**src/rtl/alu_pkg.sv**
```systemverilog
// Shared definitions for the ALU issue path: command encodings, the
// divide-by-zero result pattern, sequencer state codes and the queued
// operation record.
package alu_pkg;

    // ALU command encodings as seen on alu_command
    typedef enum logic [3:0] {
        CMD_ADD  = 4'b0000,
        CMD_INC  = 4'b0001,
        CMD_SUB  = 4'b0010,   // b - a
        CMD_DEC  = 4'b0011,
        CMD_MUL  = 4'b0100,
        CMD_DIV  = 4'b0101,
        CMD_SHR  = 4'b0110,
        CMD_SHL  = 4'b0111,
        CMD_AND  = 4'b1000,
        CMD_OR   = 4'b1001,
        CMD_NOT  = 4'b1010,
        CMD_NAND = 4'b1011,
        CMD_NOR  = 4'b1100,
        CMD_XOR  = 4'b1101,
        CMD_XNOR = 4'b1110,
        CMD_BUF  = 4'b1111
    } alu_cmd_e;

    // Result reported for a trapped divide-by-zero
    localparam logic [15:0] DIV_ZERO_RESULT = 16'hFFFF;

    // Sequencer state codes, kept as plain constants so older tools that
    // dislike enums in state registers can still read them
    typedef logic [1:0] seq_state_t;
    localparam seq_state_t ST_IDLE  = 2'd0;
    localparam seq_state_t ST_DRIVE = 2'd1;
    localparam seq_state_t ST_RESP  = 2'd2;

    // One queued operation
    typedef struct packed {
        logic [3:0] cmd;
        logic [7:0] a;
        logic [7:0] b;
    } cmd_entry_t;

    localparam int ENTRY_W = $bits(cmd_entry_t);

    // A divide with a zero divisor never reaches the ALU
    function automatic logic is_div_zero(input cmd_entry_t e);
        return (e.cmd == CMD_DIV) && (e.b == 8'h00);
    endfunction

endpackage

```
**src/rtl/alu_cmd_sequencer_fifo.sv**
```systemverilog
// Small synchronous FIFO holding operations waiting for the ALU.
// Head entry is visible combinationally on dout; pointers wrap naturally
// because DEPTH is a power of two.
module sync_cmd_fifo #(
    parameter int WIDTH = 20,
    parameter int DEPTH = 4,
    parameter int CNT_W = $clog2(DEPTH + 1)
) (
    input  logic             clk,
    input  logic             rst_n,
    input  logic             push,
    input  logic [WIDTH-1:0] din,
    input  logic             pop,
    output logic [WIDTH-1:0] dout,
    output logic             full,
    output logic             empty,
    output logic [CNT_W-1:0] count
);

    localparam int PTR_W = $clog2(DEPTH);

    logic [WIDTH-1:0] mem [DEPTH];
    logic [PTR_W-1:0] wr_ptr;
    logic [PTR_W-1:0] rd_ptr;
    logic             do_push;
    logic             do_pop;

    assign full    = (count == CNT_W'(DEPTH));
    assign empty   = (count == '0);
    assign do_push = push && !full;
    assign do_pop  = pop && !empty;
    assign dout    = mem[rd_ptr];

    // Pointer and occupancy bookkeeping; simultaneous push and pop leave count alone
    always_ff @(posedge clk) begin
        if (!rst_n) begin
            wr_ptr <= '0;
            rd_ptr <= '0;
            count  <= '0;
        end else begin
            if (do_push) begin
                wr_ptr <= wr_ptr + PTR_W'(1);
            end
            if (do_pop) begin
                rd_ptr <= rd_ptr + PTR_W'(1);
            end
            case ({do_push, do_pop})
                2'b10:   count <= count + CNT_W'(1);
                2'b01:   count <= count - CNT_W'(1);
                default: count <= count;
            endcase
        end
    end

    // Storage array; contents need no reset since count gates visibility
    always_ff @(posedge clk) begin
        if (do_push) begin
            mem[wr_ptr] <= din;
        end
    end

endmodule

```
**src/rtl/alu_cmd_sequencer.sv**
```systemverilog
// Issue stage in front of the 8-bit ALU. Operations are queued, driven to
// the ALU for exactly one cycle each, and the captured result is held on a
// valid/ready port until taken. Divide-by-zero is answered locally with
// all-ones and an error flag, with the ALU left disabled.
module alu_cmd_sequencer
    import alu_pkg::*;
#(
    parameter int DEPTH = 4,
    parameter int LVL_W = $clog2(DEPTH + 1)
) (
    input  logic             clk,
    input  logic             rst_n,
    input  logic             in_valid,
    output logic             in_ready,
    input  logic [3:0]       in_cmd,
    input  logic [7:0]       in_a,
    input  logic [7:0]       in_b,
    output logic [3:0]       alu_command,
    output logic [7:0]       alu_a,
    output logic [7:0]       alu_b,
    output logic             alu_oe,
    input  logic [15:0]      alu_dout,
    output logic             res_valid,
    input  logic             res_ready,
    output logic [15:0]      res_data,
    output logic [3:0]       res_cmd,
    output logic             res_err,
    output logic [LVL_W-1:0] fifo_level
);

    seq_state_t state;
    seq_state_t state_nxt;
    cmd_entry_t in_entry;
    cmd_entry_t head;
    logic       fifo_full;
    logic       fifo_empty;
    logic       fifo_pop;
    logic       head_div_zero;
    logic       res_taken;

    assign in_entry      = '{cmd: in_cmd, a: in_a, b: in_b};
    assign in_ready      = !fifo_full;
    assign fifo_pop      = (state == ST_DRIVE);
    assign head_div_zero = is_div_zero(head);
    assign res_taken     = res_valid && res_ready;

    sync_cmd_fifo #(
        .WIDTH (ENTRY_W),
        .DEPTH (DEPTH),
        .CNT_W (LVL_W)
    ) u_fifo (
        .clk   (clk),
        .rst_n (rst_n),
        .push  (in_valid && in_ready),
        .din   (in_entry),
        .pop   (fifo_pop),
        .dout  (head),
        .full  (fifo_full),
        .empty (fifo_empty),
        .count (fifo_level)
    );

    // ALU drive: head operands only while in DRIVE, enable suppressed for a zero divisor
    always_comb begin
        alu_command = '0;
        alu_a       = '0;
        alu_b       = '0;
        alu_oe      = 1'b0;
        if (state == ST_DRIVE) begin
            alu_command = head.cmd;
            alu_a       = head.a;
            alu_b       = head.b;
            alu_oe      = !head_div_zero;
        end
    end

    // Next-state selection; RESP only moves on once the consumer takes the result
    always_comb begin
        state_nxt = state;
        case (state)
            ST_IDLE: begin
                if (!fifo_empty) begin
                    state_nxt = ST_DRIVE;
                end
            end
            ST_DRIVE: begin
                state_nxt = ST_RESP;
            end
            ST_RESP: begin
                if (res_taken) begin
                    state_nxt = fifo_empty ? ST_IDLE : ST_DRIVE;
                end
            end
            default: begin
                state_nxt = ST_IDLE;
            end
        endcase
    end

    // State register
    always_ff @(posedge clk) begin
        if (!rst_n) begin
            state <= ST_IDLE;
        end else begin
            state <= state_nxt;
        end
    end

    // Result capture at the end of DRIVE, released on handshake
    always_ff @(posedge clk) begin
        if (!rst_n) begin
            res_valid <= 1'b0;
            res_data  <= '0;
            res_cmd   <= '0;
            res_err   <= 1'b0;
        end else if (state == ST_DRIVE) begin
            res_valid <= 1'b1;
            res_cmd   <= head.cmd;
            if (head_div_zero) begin
                res_data <= DIV_ZERO_RESULT;
                res_err  <= 1'b1;
            end else begin
                res_data <= alu_dout;
                res_err  <= 1'b0;
            end
        end else if (res_taken) begin
            res_valid <= 1'b0;
        end
    end

endmodule
```
**config.mk**
```make
export PLATFORM = sky130hd
export DESIGN_NAME = alu_cmd_sequencer
export DESIGN_NICKNAME = d
export VERILOG_FILES = /design/src/rtl/alu_pkg.sv /design/src/rtl/alu_cmd_sequencer_fifo.sv /design/src/rtl/alu_cmd_sequencer.sv
export SDC_FILE = /design/constraint.sdc
export NUM_CORES = 1
export LEC_CHECK = 0
export CAP_MARGIN = 20
export CORE_ASPECT_RATIO = 2
export CORE_MARGIN = 8
export CORE_UTILIZATION = 51
export DETAILED_ROUTE_END_ITERATION = 8
export HOLD_SLACK_MARGIN = 0.05
export PLACE_DENSITY = 0.79
export SLEW_MARGIN = 20
export SYNTH_ARGS = -nofsm -noshare
export SYNTH_HDL_FRONTEND = slang
export SYNTH_SLANG_ARGS = --single-unit
```
**constraint.sdc**
```tcl
create_clock -name clk -period 2.9 [get_ports clk]
set_clock_uncertainty 0.15 [all_clocks]
set_input_delay 0.58 -clock clk [delete_from_list [all_inputs] [get_ports clk]]
set_output_delay 0.58 -clock clk [all_outputs]
set_load 0.02 [all_outputs]
```
# Word-level counts from Yosys, hierarchy flattened
# Memory sizes are Yosys's and may differ from the RTL's. A register that Yosys moved wholly into a read port is not among the register bits.
# Index checks and enable logic that the tools add are counted.
# classes
n_addsub	4
n_mul	0
div_mod_pow	0
n_lt_le_gt_ge	0
n_eq_ne	8
n_shift	0
n_mux	17
n_bitwise	0
reduce_logical	14
# op_table
op	count
16-bit 2-to-1 mux	1
8-bit 2-to-1 mux	2
8-bit zero test	1
2-bit 2-to-1 mux	4
1-bit 2-to-1 mux	7
2-bit one-hot mux with 3 select lines	1
3-bit one-hot mux with 2 select lines	1
1-bit logical AND	5
2-bit by 1-bit adder with 2-bit output, second input constant	2
2-bit by 1-bit equality test with 1-bit output, second input constant	2
2-bit equality test, second input constant	2
4-bit by 3-bit equality test with 1-bit output, second input constant	1
4-bit 2-to-1 mux	1
2-bit != test, second input constant	2
2-bit nonzero test	2
3-bit by 1-bit adder with 3-bit output, second input constant	1
3-bit equality test, second input constant	1
1-bit zero test	3
3-bit zero test	1
3-bit by 1-bit subtractor with 3-bit output, second input constant	1
2-bit zero test	1
2-bit AND reduction	1
# word_totals
regBits	31
latchBits	0
mem_bits_rw	80
rom_bits	0
inputBits	40
output_inout_bits	47
elab_cells	52
n_memories	1
# mem_list
name	depth	width	read_ports	rd_clocked_by_memory_dff	wr	line	text
u_fifo.mem	4	20	1	1	1	alu_cmd_sequencer_fifo.sv:22	logic [WIDTH-1:0] mem [DEPTH];

# Longest topological paths before layout
# Gate-level depths: netlist of run 1.
# depth
ltp_word	6
mapped_depth	9
ltp_nobuf	9

# Hierarchy
# From an unflattened synthesis of run 1, not the netlist that was laid out.
# hier_totals
hier_cells	290
hier_area_um2	4485.6
# modules_own_cells
module	instances	cells_per_inst	area_per_inst_um2	seq_area_each_um2
sync_cmd_fifo	1	158	3379.5	2582.5
alu_cmd_sequencer	1	132	1106.1	480.5

# Least setup slack after synthesis of run 1
# OpenSTA, ideal clock, no wires.
# synth_timing
kind	flip-flop to flip-flop
from	reg u_fifo.count[2]
to	reg u_fifo.count[2]
setup_time_ns	0.070
arrival_time_ns	2.421
required_ns	2.680
slack_ns	0.259
path_stages_with_launch	10
n_path_buf	0
period_less_slack_ns	2.641
cell_sequence	dfxtp_1 > or3b_1 > and2_1 > inv_1 > ha_1 > inv_1 > fa_1 > xor2_1 > or3_1 > a21boi_1
# synth_via
elab_chain_cells	6
elab_cells_between_ends	13
cone_classes	2 x add/sub; 3 x eq/ne; 1 x mux; 7 x reduce/logical
# synth_rtl
element	line	text
start: declaration	alu_cmd_sequencer_fifo.sv:17	output logic [CNT_W-1:0] count
start signal: assignment	alu_cmd_sequencer_fifo.sv:48	2'b10: count <= count + CNT_W'(1);
start signal: assignment	alu_cmd_sequencer_fifo.sv:49	2'b01: count <= count - CNT_W'(1);
start signal: assignment	alu_cmd_sequencer_fifo.sv:50	default: count <= count;
3-bit equality test (*)	alu_cmd_sequencer_fifo.sv:28	assign full = (count == CNT_W'(DEPTH));
1-bit zero test (*)	alu_cmd_sequencer.sv:42	assign in_ready = !fifo_full;
via in_ready	alu_cmd_sequencer.sv:14	output logic in_ready,
1-bit logical AND	alu_cmd_sequencer.sv:54	.push (in_valid && in_ready),
1-bit logical AND (*)	alu_cmd_sequencer_fifo.sv:30	assign do_push = push && !full;
2-bit by 1-bit equality test with 1-bit output or 2-bit equality test (tied branches)	alu_cmd_sequencer_fifo.sv:47	case ({do_push, do_pop})
3-bit one-hot mux with 2 select lines or 2-bit nonzero test (tied branches)	-	
# Mark *: on every way through the listed nets, which the timed path passes. The rest lies on a longest branch.
# A chain may end at the register's enable or synchronous reset.

==> flow_summary.toml, run 1 <==
[status]
status = "complete, no violations"

[logic_synthesis]
synth.most_common_cell = "edfxtp_1"
ys.flop_type = "edfxtp_1"
syn_area_per_cell_um2 = 16.0
synth_common_cells = "80 x edfxtp_1, 33 x dfxtp_1, 31 x and2_1"
async_flop_share = 0
synth_top_cell_area_share = 0.541
syn_inst = 277
synth.ff_latch_count = 113
synth_cell_types = 31
synth.largest_area_cell = "edfxtp_1"
syn-num-nets = 323
yosysWarnings = 0
synth_edf_count = 80
synth_area_um2 = 4440
ys_seq_area_frac = 0.690
synth_area_leaders = "edfxtp_1 54%, dfxtp_1 15%, mux4_2 10%, and2_1 4.4%, o21ai_0 2.0%"

[power_and_ir_drop]
power.total_w = 0.00485
swShare = 0.271
p_int_w = 0.00354
pwr-share-comb = 0.238
powerDensity_nw_per_um2 = 805
seqPwrFrac = 0.413
vdd_drop_max_uv = 604
power_switching_w = 0.00131
clkPwrFrac = 0.349
leakagePower_nw = 2.24

[global_routing]
grt_usage = 0.158
grt_pass1_vias = 2864
grt_max_degree = 36
grt_pass1_wl_mm = 14.1
antenna_found_initial = 0
grt_remaining_overflow = 0

[critical_path]
worstPathCellList = "buf_12, mux4_2, nor4_4, a31oi_4, buf_6"
crit_type = "flop to output pin"
critPathCaptureType = "output pin"
cp.required_ns = 2.17
arrival_ns = 2.11
r2r.worst_path.cells = 9
cp_slowest_cell = "mux4_2"
ff2ff_setup_slack_ns = 0.36
r2r_end = "u_fifo.count[2]$_SDFFE_PN0P_"
crit_path_max_fanout = 7
crit_path_max_incr_delay_ns = 0.55
r2r_start = "u_fifo.count[2]$_SDFFE_PN0P_"
crit_path_start_kind = "flop"

[placement]
postPlaceCellArea_um2 = 5500
placed_cells = 462
gp_congestion = 0.740
portBuffers = 86
hpwl_mm = 6.16

[route]
drt_iter0_markers = 120
drt_pre_antenna_iters = 4
wl_mm = 9.03
avgViaCountPerCell = 5.23
ant_nets = 0
vias = 2607
route.detailed.drc = 0
wire_per_inst_um = 18.1

[timing]
period_share = 0.979
tightest_slew_ns = 0.781
setup_viol = 0
hold_ws_ns = 0.304
fmax_ghz = 0.352
maxSlewViolCount = 0
finalCriticalPeriod_ns = 2.84
hold_viol_final = 0
relSlewSlack = 0.478
rsz0062_at_grt = "true"

[min_path]
hold-path-cell-count = 2
hold_path_class = "flop to flop"
hold_end = "res_err$_SDFFE_PN0N_"
hold_start = "res_err$_SDFFE_PN0N_"

[floorplan]
fp.dieH_um = 148
rows = 48
dieArea_um2 = 12100
initial_core_util = 0.521
core_um2 = 8530
num_io_pins = 87
dieWidth_um = 82.0

[cells_and_area]
fin_cells = 498
final_cell_area_um2 = 6020
nNetsFinal = 432
final_util = 0.706
layout-drive-gt1-share = 0.191
syn_to_final_growth_pct = 35.6
num_antenna_cells = 0

[cts]
path_clk_slew_ns = 0.05
clock_latency_ns = 0.40
cts_tree = "built"
cts_hold_buf = 0
cts_root_buf = "clkbuf_16"
clock_path_buffers = 2
cts_sinks = 113
cts_buffers = 17
htreeDepth = 4

[flow_run]
max_cap_viol_count = 0
-- power groups by stage --
| stage | sequential (W) | clock, W | combinational (W) |
|---|---|---|---|
| after global routing | 0.00202 | 0.00180 | 0.00125 |
| after global placement | 0.00202 | 0 | 0.00117 |
| after detailed placement | 0.00203 | 0 | 0.00119 |
| after CTS | 0.00200 | 0.00173 | 0.00115 |
| final | 0.00200 | 0.00169 | 0.00116 |
| after floorplan | 0.00212 | 0 | 0.000550 |
-- metal layers --
| layer | up-vias | global-route usage | wire [µm] |
|---|---|---|---|
| met1 | 1268 | 0.156 | 3210 |
| met5 | - | 0 | 0 |
| li1 | 1237 | - | - |
| met4 | 0 | 0.0832 | 144 |
| met2 | 90 | 0.277 | 5070 |
| met3 | 12 | 0.0511 | 610 |
-- state kept, by name (all words and copies together), names as in the netlist, named ones only --
register and count:
state 2, u_fifo.mem 80, u_fifo.rd_ptr 2, res_cmd 4, u_fifo.count 3, u_fifo.wr_ptr 2, res_data 16, res_valid 1
res_err 1
-- how the worst max path moves through the flow --
stage,start,end,slack (ns),depth (start not counted)
after global placement,flop,alu_oe,0.03,5
after CTS,flop,alu_oe,-0.009,5
after detailed placement,flop,alu_oe,0.03,5
after global routing,flop,alu_oe,-0.02,5
after floorplan,u_fifo.count[2]$_SDFFE_PN0P_,u_fifo.count[2]$_SDFFE_PN0P_,0.26,9
final,flop,alu_oe,0.06,5
-- worst max-delay path, delay by kind of cell (launching register included) --
kind	cells	cell delay, ns
buffers and inverters	2	0.28
multiplexers	1	0.55
AND/OR/NAND/NOR	1	0.37
AO/OA/AOI/OAI	1	0.13
flip-flops	1	0.37
-- per-stage QoR --
| stage | worst slack [ns] | setup TNS [ns] |
|---|---|---|
| 3_3_place_gp | 0.0324 | 0 |
| 6_report | 0.0604 | 0 |
| 4_1_cts | -0.00933 | -0.00933 |
| 5_1_grt | -0.0179 | -0.0298 |
| 2_1_floorplan | 0.259 | 0 |
| 3_5_place_dp | 0.0281 | 0 |
-- final cells by class --
class | instances | area [µm²]
sequential | 113 | 3070
fill | 586 | 2500
multi-input combinational | 129 | 1240
timing repair buffer | 103 | 1020
clock buffer | 23 | 448
tap | 100 | 125
inverter | 22 | 82.6
clock inverter | 8 | 41.3
-- layout by cell type (no fill, tap or decap), types with 5 or more instances in the layout --
cell type,count
edfxtp_1,80
clkdlybuf4s50_1,65
dfxtp_1,32
and2_1,31
inv_1,22
mux4_2,20
dlygate4sd2_1,20
o21ai_0,18
clkbuf_16,18
buf_4,13
a21oi_2,9
a21oi_1,7
a21boi_1,6
clkinv_2,6
clkbuf_1,6
ha_1,5
-- kinds of logic after synthesis --
kind of cell | after synthesis | synth area share
DFF | 113 | 0.690
and+or+nand+nor | 53 | 0.0812
AOI/OAI and AO/OA | 45 | 0.0676
buffers and inverters | 35 | 0.0316
muxes | 20 | 0.101
adders and majority gates | 6 | 0.0186
xor gates and xnor gates | 5 | 0.00986
-- timing repair --
action	CTS	global route
setup endpoints to repair	21	8
pin swaps	1	3
buffers inserted	2	2
gates cloned	0	1
gates resized for setup	25	3
Power figures use the tool's default switching activity.
==> inputs of run 2 (changes only) <==
--- a/config.mk
+++ b/config.mk
@@ -10,9 +10,9 @@
 export CORE_MARGIN = 8
 export CORE_UTILIZATION = 51
 export DETAILED_ROUTE_END_ITERATION = 8
-export HOLD_SLACK_MARGIN = 0.05
 export PLACE_DENSITY = 0.79
-export SLEW_MARGIN = 20
+export SLEW_MARGIN = 10
 export SYNTH_ARGS = -nofsm -noshare
 export SYNTH_HDL_FRONTEND = slang
 export SYNTH_SLANG_ARGS = --single-unit
+export TNS_END_PERCENT = 100
==> results of run 2 <==
The final DEF is identical to that of run 1; final timing and power are the same.
==> inputs of run 3 (changes only) <==
--- a/config.mk
+++ b/config.mk
@@ -8,9 +8,11 @@
 export CAP_MARGIN = 20
 export CORE_ASPECT_RATIO = 2
 export CORE_MARGIN = 8
-export CORE_UTILIZATION = 51
+export CORE_UTILIZATION = 53
+export CTS_BUF_LIST = sky130_fd_sc_hd__clkbuf_8
+export CTS_CLUSTER_DIAMETER = 100
 export DETAILED_ROUTE_END_ITERATION = 8
-export PLACE_DENSITY = 0.79
+export PLACE_DENSITY = 0.82
 export SLEW_MARGIN = 10
 export SYNTH_ARGS = -nofsm -noshare
 export SYNTH_HDL_FRONTEND = slang
==> constraint.sdc (replaced) <==
create_clock -name clk -period 3.2 [get_ports clk]
set_clock_uncertainty 0.15 [all_clocks]
set_input_delay 0.64 -clock clk [delete_from_list [all_inputs] [get_ports clk]]
set_output_delay 0.64 -clock clk [all_outputs]
set_load 0.02 [all_outputs]
==> flow_summary.toml, run 3 (same netlist as run 1, synthesis figures left out) <==
[status]
status = "complete, no violations"

[floorplan]
rows = 47
initial_core_util = 0.539
num_io_pins = 87
dieArea_um2 = 11700
dieWidth_um = 80.7
core_um2 = 8230
fp.dieH_um = 145

[timing]
period_share = 0.964
fmax_ghz = 0.324
maxSlewViolCount = 0
finalCriticalPeriod_ns = 3.08
hold_viol_final = 0
setup_viol = 0
tightest_slew_ns = 0.858
hold_ws_ns = 0.299
relSlewSlack = 0.426
rsz0062_at_grt = "false"
setup_tns_ns = 0

[critical_path]
crit_path_max_incr_delay_ns = 0.55
worstPathCellList = "buf_12, mux4_2, nor4_4, a31oi_4, clkdlybuf4s15_2"
crit_type = "flop to output pin"
cp.required_ns = 2.41
cp_slowest_cell = "mux4_2"
critPathCaptureType = "output pin"
arrival_ns = 2.29
crit_path_max_fanout = 10
crit_path_start_kind = "flop"

[power_and_ir_drop]
leakagePower_nw = 2.08
vdd_drop_max_uv = 512
powerDensity_nw_per_um2 = 688

[global_routing]
grt_pass1_vias = 2791
grt_pass1_wl_mm = 13.8
grt_usage = 0.158
grt_max_degree = 31
grt_remaining_overflow = 0
antenna_found_initial = 0

[cts]
clock_path_buffers = 2
cts_tree = "built"
clock_latency_ns = 0.42
htreeDepth = 4
cts_sinks = 113
path_clk_slew_ns = 0.06
cts_buffers = 17
cts_root_buf = "clkbuf_8"

[flow_run]
max_cap_viol_count = 0

[route]
drt_pre_antenna_iters = 4
wire_per_inst_um = 18.1
wl_mm = 8.89
route.detailed.drc = 0
ant_nets = 0
drt_iter0_markers = 100
vias = 2602
avgViaCountPerCell = 5.29

[cells_and_area]
syn_to_final_growth_pct = 31.5
fin_cells = 492
max_flop_register = "u_fifo.mem"
final_util = 0.709
nNetsFinal = 427
num_antenna_cells = 0
reg.largest.list = "u_fifo.mem (80), res_data (16), res_cmd (4)"
largest_register_ffs = 80
mostFrequentLayoutCells = "85 x clkdlybuf4s50_1, 80 x edfxtp_1, 32 x dfxtp_1, 31 x and2_1, 28 x inv_1"
layout-drive-gt1-share = 0.175
final_common_cell = "clkdlybuf4s50_1"
final_cell_area_um2 = 5840
fill_cells = 557

[placement]
postPlaceCellArea_um2 = 5460
portBuffers = 86
hpwl_mm = 6.22
gp_congestion = 0.722
placed_cells = 458

[min_path]
hold_path_class = "flop to flop"
-- run 3: metal layers --
metal  global-route usage  part of all wire  vias up
met1                0.151              0.36     1280
met3               0.0545             0.067       11
li1                     -                 -     1230
met4               0.0856             0.018        0
met5                    0                 0        -
met2                0.279              0.56       81
-- run 3: stage by stage --
step	power [W]	setup slack (ns)
3_3_place_gp	0.00287	0.209
3_5_place_dp	0.00290	0.186
4_1_cts	0.00405	0.00682
2_1_floorplan	0.00242	0.559
5_1_grt	0.00421	0.0242
6_report	0.00402	0.116
-- run 3: final cells by class --
class | count | area (µm²) | area share
clock buffers | 17 | 234 | 0.0401
clock inverters | 15 | 113 | 0.0193
inverters | 22 | 82.6 | 0.0141
multi-input cells | 129 | 1240 | 0.212
flip-flops and latches | 113 | 3070 | 0.525
well taps | 98 | 123 | 0.0210
repair buffers | 98 | 982 | 0.168
-- run 3: worst paths after layout --
kind / cells after the start / slack (ns) / end / startpoint
worst max-delay path: 5 / 0.12 / alu_oe / flop
worst min-delay path: 2 / 0.30 / res_err$_SDFFE_PN0N_ / res_err$_SDFFE_PN0N_
worst max register to register: 9 / 0.61 / u_fifo.count[2]$_SDFFE_PN0P_ / u_fifo.count[2]$_SDFFE_PN0P_
worst min register to register: 2 / 0.30 / res_err$_SDFFE_PN0N_ / res_err$_SDFFE_PN0N_
-- run 3: timing repair --
action	CTS	global route
endpoints found under the setup margin	1	2
setup buffers	0	1
hold buffers	0	0
gates cloned	0	1
gates resized for setup	3	2
pin swaps	0	1
-- run 3: power by group --
group,internal (W),total [W],switching (W)
Sequential,0.00174,0.00181,0.0000742
Clock,0.000657,0.00115,0.000492
Combinational,0.000510,0.00106,0.000548
-- run 3: critical path, delay by kind of cell, from the launching register on --
family / cells / cell delay, ns
AOI/OAI and AO/OA: 1 / 0.14
muxes: 1 / 0.55
buffers and inverters: 2 / 0.42
DFF: 1 / 0.38
and+or+nand+nor: 1 / 0.37
